## config.mk

```make
export PLATFORM = sky130hd
export DESIGN_NAME = inst_fetch_ctrl
export DESIGN_NICKNAME = d
export VERILOG_FILES = /design/src/rtl/inst_fetch_ctrl.sv
export SDC_FILE = /design/constraint.sdc
export NUM_CORES = 1
export LEC_CHECK = 0
export BUFFER_PORTS_ARGS = -buffer_cell sky130_fd_sc_hd__clkbuf_2
export CELL_PAD_IN_SITES_DETAIL_PLACEMENT = 1
export CELL_PAD_IN_SITES_GLOBAL_PLACEMENT = 1
export CORE_MARGIN = 2
export CORE_UTILIZATION = 40
export CTS_CLUSTER_SIZE = 20
export DETAILED_ROUTE_END_ITERATION = 10
export HOLD_SLACK_MARGIN = 0.15
export PLACE_DENSITY = 0.76
export REMOVE_ABC_BUFFERS = 1
export SETUP_SLACK_MARGIN = 0.4
export SKIP_LAST_GASP = 1
export SYNTH_ARGS = -nofsm -noshare
export SYNTH_HDL_FRONTEND = slang
export SYNTH_SLANG_ARGS = --single-unit
```

## constraint.sdc

```tcl
create_clock -name clk -period 2.97 [get_ports clk]
set_input_delay 0.4455 -clock clk [delete_from_list [all_inputs] [get_ports clk]]
set_output_delay 0.4455 -clock clk [all_outputs]
set_load 0.02 [all_outputs]
```

## src/rtl/inst_fetch_ctrl.sv

```systemverilog
// inst_fetch_ctrl: turns each 32-bit instruction request into four byte reads
// on the 8-bit memory bus and returns the little-endian word with a one-cycle
// valid pulse. busy_o stalls the PC while a fetch is in flight; flush_i aborts it.
// Optional I-cache: define ICACHE_EN for a direct-mapped cache of ICACHE_LINES
// one-word lines (hit returns the word one cycle after accept).
module inst_fetch_ctrl #(
  parameter int ADDR_W       = 32,
  parameter int ICACHE_LINES = 64
) (
  input  logic              clk,
  input  logic              rst,
  input  logic              req_i,
  input  logic [ADDR_W-1:0] addr_i,
  input  logic              flush_i,
  output logic [31:0]       inst_o,
  output logic              inst_valid_o,
  output logic              busy_o,
  output logic [ADDR_W-1:0] mem_a_o,
  output logic              mem_rd_o,
  input  logic [7:0]        mem_din_i
);

  typedef enum logic [1:0] {IDLE, FETCH, DONE} state_t;

  state_t            state_q, state_d;
  logic [2:0]        cnt_q, cnt_d;
  logic [ADDR_W-1:0] base_q, base_d;
  logic [ADDR_W-1:0] mem_a_q, mem_a_d;
  logic              mem_rd_q, mem_rd_d;
  logic [23:0]       part_q, part_d;      // bytes 0..2 of the word being assembled
  logic [31:0]       inst_q, inst_d;
  logic              inst_valid_q, inst_valid_d;
  logic              hit;
  logic [31:0]       hit_word;
  logic              fill;

  if (ICACHE_LINES < 2 || (ICACHE_LINES & (ICACHE_LINES - 1)) != 0) begin : g_bad_lines
    $error("ICACHE_LINES must be a power of 2 and at least 2");
  end

`ifdef ICACHE_EN
  localparam int IDX_W = $clog2(ICACHE_LINES);
  // Tag keeps the two byte-offset bits as well, so an unaligned request never
  // hits a line filled from a different byte address.
  localparam int TAG_W = ADDR_W - IDX_W;

  logic [ICACHE_LINES-1:0] line_vld_q;
  logic [31:0]             line_data_q [ICACHE_LINES];
  logic [TAG_W-1:0]        line_tag_q  [ICACHE_LINES];
  logic [IDX_W-1:0]        look_idx, fill_idx;
  logic [TAG_W-1:0]        look_tag, fill_tag;

  // Lookup uses the incoming address; fill uses the latched base.
  always_comb begin
    look_idx = addr_i[IDX_W+1:2];
    look_tag = {addr_i[ADDR_W-1:IDX_W+2], addr_i[1:0]};
    fill_idx = base_q[IDX_W+1:2];
    fill_tag = {base_q[ADDR_W-1:IDX_W+2], base_q[1:0]};
    hit      = line_vld_q[look_idx] && (line_tag_q[look_idx] == look_tag);
    hit_word = line_data_q[look_idx];
  end

  // Valid bits: cleared by reset only, set when a miss completes.
  always_ff @(posedge clk) begin
    if (rst)       line_vld_q <= '0;
    else if (fill) line_vld_q[fill_idx] <= 1'b1;
  end

  // Line data/tag storage, no reset needed (guarded by the valid bits).
  always_ff @(posedge clk) begin
    if (fill) begin
      line_data_q[fill_idx] <= inst_d;
      line_tag_q[fill_idx]  <= fill_tag;
    end
  end
`else
  assign hit      = 1'b0;
  assign hit_word = '0;
`endif

  // Next-state and registered-output logic; flush overrides everything.
  always_comb begin
    state_d      = state_q;
    cnt_d        = cnt_q;
    base_d       = base_q;
    mem_a_d      = mem_a_q;
    mem_rd_d     = mem_rd_q;
    part_d       = part_q;
    inst_d       = inst_q;
    inst_valid_d = 1'b0;
    fill         = 1'b0;
    if (flush_i) begin
      state_d  = IDLE;
      mem_rd_d = 1'b0;
    end else begin
      case (state_q)
        FETCH: begin
          cnt_d = cnt_q + 3'd1;
          // Data for the address driven in cnt k-1 arrives during cnt k.
          case (cnt_q)
            3'd1: part_d[7:0]   = mem_din_i;
            3'd2: part_d[15:8]  = mem_din_i;
            3'd3: part_d[23:16] = mem_din_i;
            3'd4: begin
              inst_d       = {mem_din_i, part_q};
              inst_valid_d = 1'b1;
              fill         = 1'b1;
              state_d      = DONE;
              cnt_d        = 3'd0;
            end
            default: ;
          endcase
          if (cnt_q < 3'd3) begin
            mem_a_d  = base_q + ADDR_W'(cnt_q) + ADDR_W'(1);
            mem_rd_d = 1'b1;
          end else begin
            mem_rd_d = 1'b0;
          end
        end
        default: begin
          // IDLE and DONE both accept a new request.
          state_d = IDLE;
          if (req_i) begin
            base_d = addr_i;
            cnt_d  = 3'd0;
            if (hit) begin
              state_d      = DONE;
              inst_d       = hit_word;
              inst_valid_d = 1'b1;
            end else begin
              state_d  = FETCH;
              mem_a_d  = addr_i;
              mem_rd_d = 1'b1;
            end
          end
        end
      endcase
    end
  end

  // State and output registers with synchronous reset.
  always_ff @(posedge clk) begin
    if (rst) begin
      state_q      <= IDLE;
      cnt_q        <= 3'd0;
      base_q       <= '0;
      mem_a_q      <= '0;
      mem_rd_q     <= 1'b0;
      part_q       <= '0;
      inst_q       <= '0;
      inst_valid_q <= 1'b0;
    end else begin
      state_q      <= state_d;
      cnt_q        <= cnt_d;
      base_q       <= base_d;
      mem_a_q      <= mem_a_d;
      mem_rd_q     <= mem_rd_d;
      part_q       <= part_d;
      inst_q       <= inst_d;
      inst_valid_q <= inst_valid_d;
    end
  end

  assign inst_o       = inst_q;
  assign inst_valid_o = inst_valid_q;
  assign busy_o       = (state_q == FETCH);
  assign mem_a_o      = mem_a_q;
  assign mem_rd_o     = mem_rd_q;

endmodule

```

==> results.py <==
metrics = {
    "outcome": {
        "status": "finished, final reports clean",
    },
    "clock_tree": {
        "root_buffer": "clkbuf_16",
        "ctsLongestPathBuffers": 2,
        "clk_pin_slew_ns": 0.06,
        "cts.sinks": 127,
        "htreeDepth": 4,
        "clk_latency_ns": 0.42,
        "cts_tree": "built",
        "cts_buffers": 17,
    },
    "drt": {
        "vias": 5229,
        "route.detailed.drc": 0,
        "drt_pre_antenna_iters": 4,
        "ant_nets": 0,
        "dr.first_iter.drc_count": 237,
        "detail_route.wl_per_cell_um": 17.3,
        "avgViaCountPerCell": 5.42,
        "routed_wl_um": 16700,
    },
    "critical_path": {
        "r2r_end": "mem_a_o[27]",
        "cp_data_required_time_ns": 3.28,
        "crit_path_max_fanout": 9,
        "rrSetupSlack_ns": 0.54,
        "timing.rr.start": "cnt_q[2]",
        "cp.arrival_ns": 2.73,
        "end_kind": "flop",
        "start_kind": "flop",
        "rr_worst_depth": 6,
        "crit_type": "flop to flop",
    },
    "yosys": {
        "async_flop_share": 0,
        "synth_top_flop_cell": "dfxtp_1",
        "yosys_warnings": 0,
        "ys_seq_area_frac": 0.466,
        "postSynthCellCount": 683,
        "syn_avg_cell_area_um2": 8.00,
        "ys_types": 48,
        "ys_ff_latch": 127,
        "syn_area_mm2": 0.00546,
        "synth_edf_count": 0,
    },
    "placed_design": {
        "pre_cts_slack_ns": 0.429,
        "routabilityCongestion": 0.826,
        "portBuffers": 110,
        "dp_hpwl_um": 11400,
    },
    "layout": {
        "area_delta_synth_final_pct": 22.7,
        "layout-drive-gt1-share": 0.208,
        "nets": 830,
        "diodes": 0,
    },
    "timing": {
        "fin_ws_ns": 0.545,
        "max-slew-margin-rel": 0.557,
        "drv_slew": 0,
        "fmax_mhz": 412,
        "worst_pin_slew_ns": 0.665,
        "finalSetupViolCount": 0,
        "fin_crit_sh": 0.817,
        "final.setup_skew_ns": 0.0102,
        "finalHoldViolCount": 0,
        "fin_tns_setup_ns": 0,
        "period_needed_ns": 2.43,
        "rsz0062_at_grt": "no",
    },
    "global_routing": {
        "grt_usage": 0.234,
        "grt_pass1_wl_um": 26900,
        "grt_max_degree": 64,
        "grt_antenna_before_repair": 0,
        "overflow": 0,
        "grt_pass1_vias": 5482,
    },
    "die": {
        "die_y_um": 121,
        "die-area_mm2": 0.0146,
        "ioPinCount": 111,
        "start_util": 0.411,
        "core_mm2": 0.0133,
        "die_w_um": 121,
        "rows": 42,
    },
    "power_and_ir_drop": {
        "p_leak_nw": 2.55,
        "irDropWorstVdd_uv": 360,
        "power.density_mw_per_mm2": 611,
        "total_power_mw": 4.09,
    },
    "flow_run": {
        "max_cap_viol_count": 0,
    },
    "min_path": {
        "hold_path_class": "input pin to flop",
        "min_to": "base_q[6]",
        "holdPathStages": 3,
        "worstHoldStart": "addr_i[6]",
    },
}
==> registers in the layout (all words and copies together), names as in the netlist <==
signal        cells
base_q           32
cnt_q             3
inst_o           32
inst_valid_o      1
mem_a_o          32
mem_rd_o          1
part_q           24
state_q           2
==> where the power goes <==
group | total, mW | internal, mW | switching [mW] | leakage [nW]
Combinational | 0.365 | 0.128 | 0.237 | 1.25
Clock | 1.91 | 1.20 | 0.715 | 0.268
Sequential | 1.82 | 1.76 | 0.0517 | 1.03
==> what timing repair did <==
action	4_1_cts	5_1_grt
pin swaps	0	0
endpoints found under the setup margin	1	1
buffers inserted	0	0
resized for setup	1	1
hold buffers	0	0
==> layout make-up <==
cell class	instances	area, um2
timing repair buffer	125	678
multi-input combinational	500	2690
inverter	7	26.3
sequential	127	2540
clock buffer	23	478
clock inverter	7	62.6
tap	176	220
fill	1659	6600
==> critical path, stage by stage, from the launching register on <==
cell and delay [ns]:
dfxtp_1 0.50, ha_1 0.36, a21oi_1 0.35, and2_1 0.43
nor4_2 0.12, xnor2_1 0.17, a2111oi_2 0.38
==> cells by family after synthesis <==
group	Yosys count	share of synthesized area
and+or+nand+nor	288	0.237
buffers and inverters	56	0.0433
AOI/OAI and AO/OA	176	0.189
adders and majority gates	8	0.0197
DFF	127	0.466
xor gates and xnor gates	28	0.0449
==> cell usage in the layout (no fill, tap or decap), types with 5 or more instances in the layout <==
cell,count
a21oi_1,121
xnor2_1,20
xor2_1,8
nand4_1,8
a211o_1,6
nand2_1,184
nor4_1,7
clkbuf_16,17
o22ai_1,5
inv_1,7
ha_1,7
o21ai_0,7
clkinv_2,5
nor2_1,27
nand3_1,36
clkbuf_2,109
a21boi_0,5
dfxtp_1,127
buf_4,15
o221ai_1,10
==> worst max-delay path by stage <==
stage	endpoint	cells after the start	start
3_3_place_gp	mem_a_o[10]	9	cnt_q[0]
3_5_place_dp	mem_a_o[10]	9	cnt_q[0]
2_1_floorplan	mem_a_o[16]	6	state_q[1]
4_1_cts	mem_a_o[20]	6	state_q[1]
5_1_grt	mem_a_o[27]	6	cnt_q[2]
6_report	mem_a_o[27]	6	cnt_q[2]
==> per-layer routing <==
metal | GRT usage | share of wire
met4 | 0.110 | 0.022
met3 | 0.0428 | 0.041
met2 | 0.413 | 0.52
met5 | 0 | 0
met1 | 0.272 | 0.42
==> per-stage QoR <==
| stage | cell area, um2 | util | cells | hold slack (ns) |
|---|---|---|---|---|
| floorplan | 5250 | - | 634 | 0.426 |
| global placement | 6160 | 0.463 | 935 | 0.439 |
| detailed placement | 6160 | 0.463 | 935 | 0.444 |
| CTS | 6700 | 0.504 | 965 | 0.242 |
| global route | 6700 | 0.504 | 965 | 0.261 |
| finish | 6700 | 0.504 | 965 | 0.256 |
==> cells in the mapped netlist (2+ instances only) <==
cell,instances,area share
nand2_1,184,0.13
dfxtp_1,127,0.47
a21oi_1,122,0.11
clkbuf_1,40,0.027
nand3_1,36,0.033
nor2_1,27,0.019
xnor2_1,20,0.032
o221ai_1,10,0.016
nand4_1,8,0.0092
xor2_1,8,0.013
ha_1,7,0.016
inv_1,7,0.0048
nor4_1,7,0.0080
o21ai_0,7,0.0064
a211o_1,6,0.0096
buf_2,6,0.0055
a21boi_0,5,0.0069
o22ai_1,5,0.0057
a211oi_1,3,0.0041
a21o_1,3,0.0041
and3_1,3,0.0034
and4_1,3,0.0048
nor3_1,3,0.0027
a2111oi_2,2,0.0055
a22o_1,2,0.0032
a311oi_1,2,0.0032
and2_1,2,0.0023
and3_2,2,0.0027
buf_6,2,0.0041
nand3b_1,2,0.0027
nor4b_1,2,0.0032
o211ai_1,2,0.0027
o21a_1,2,0.0027
o31ai_1,2,0.0027
(Power assumes the default switching activity.)
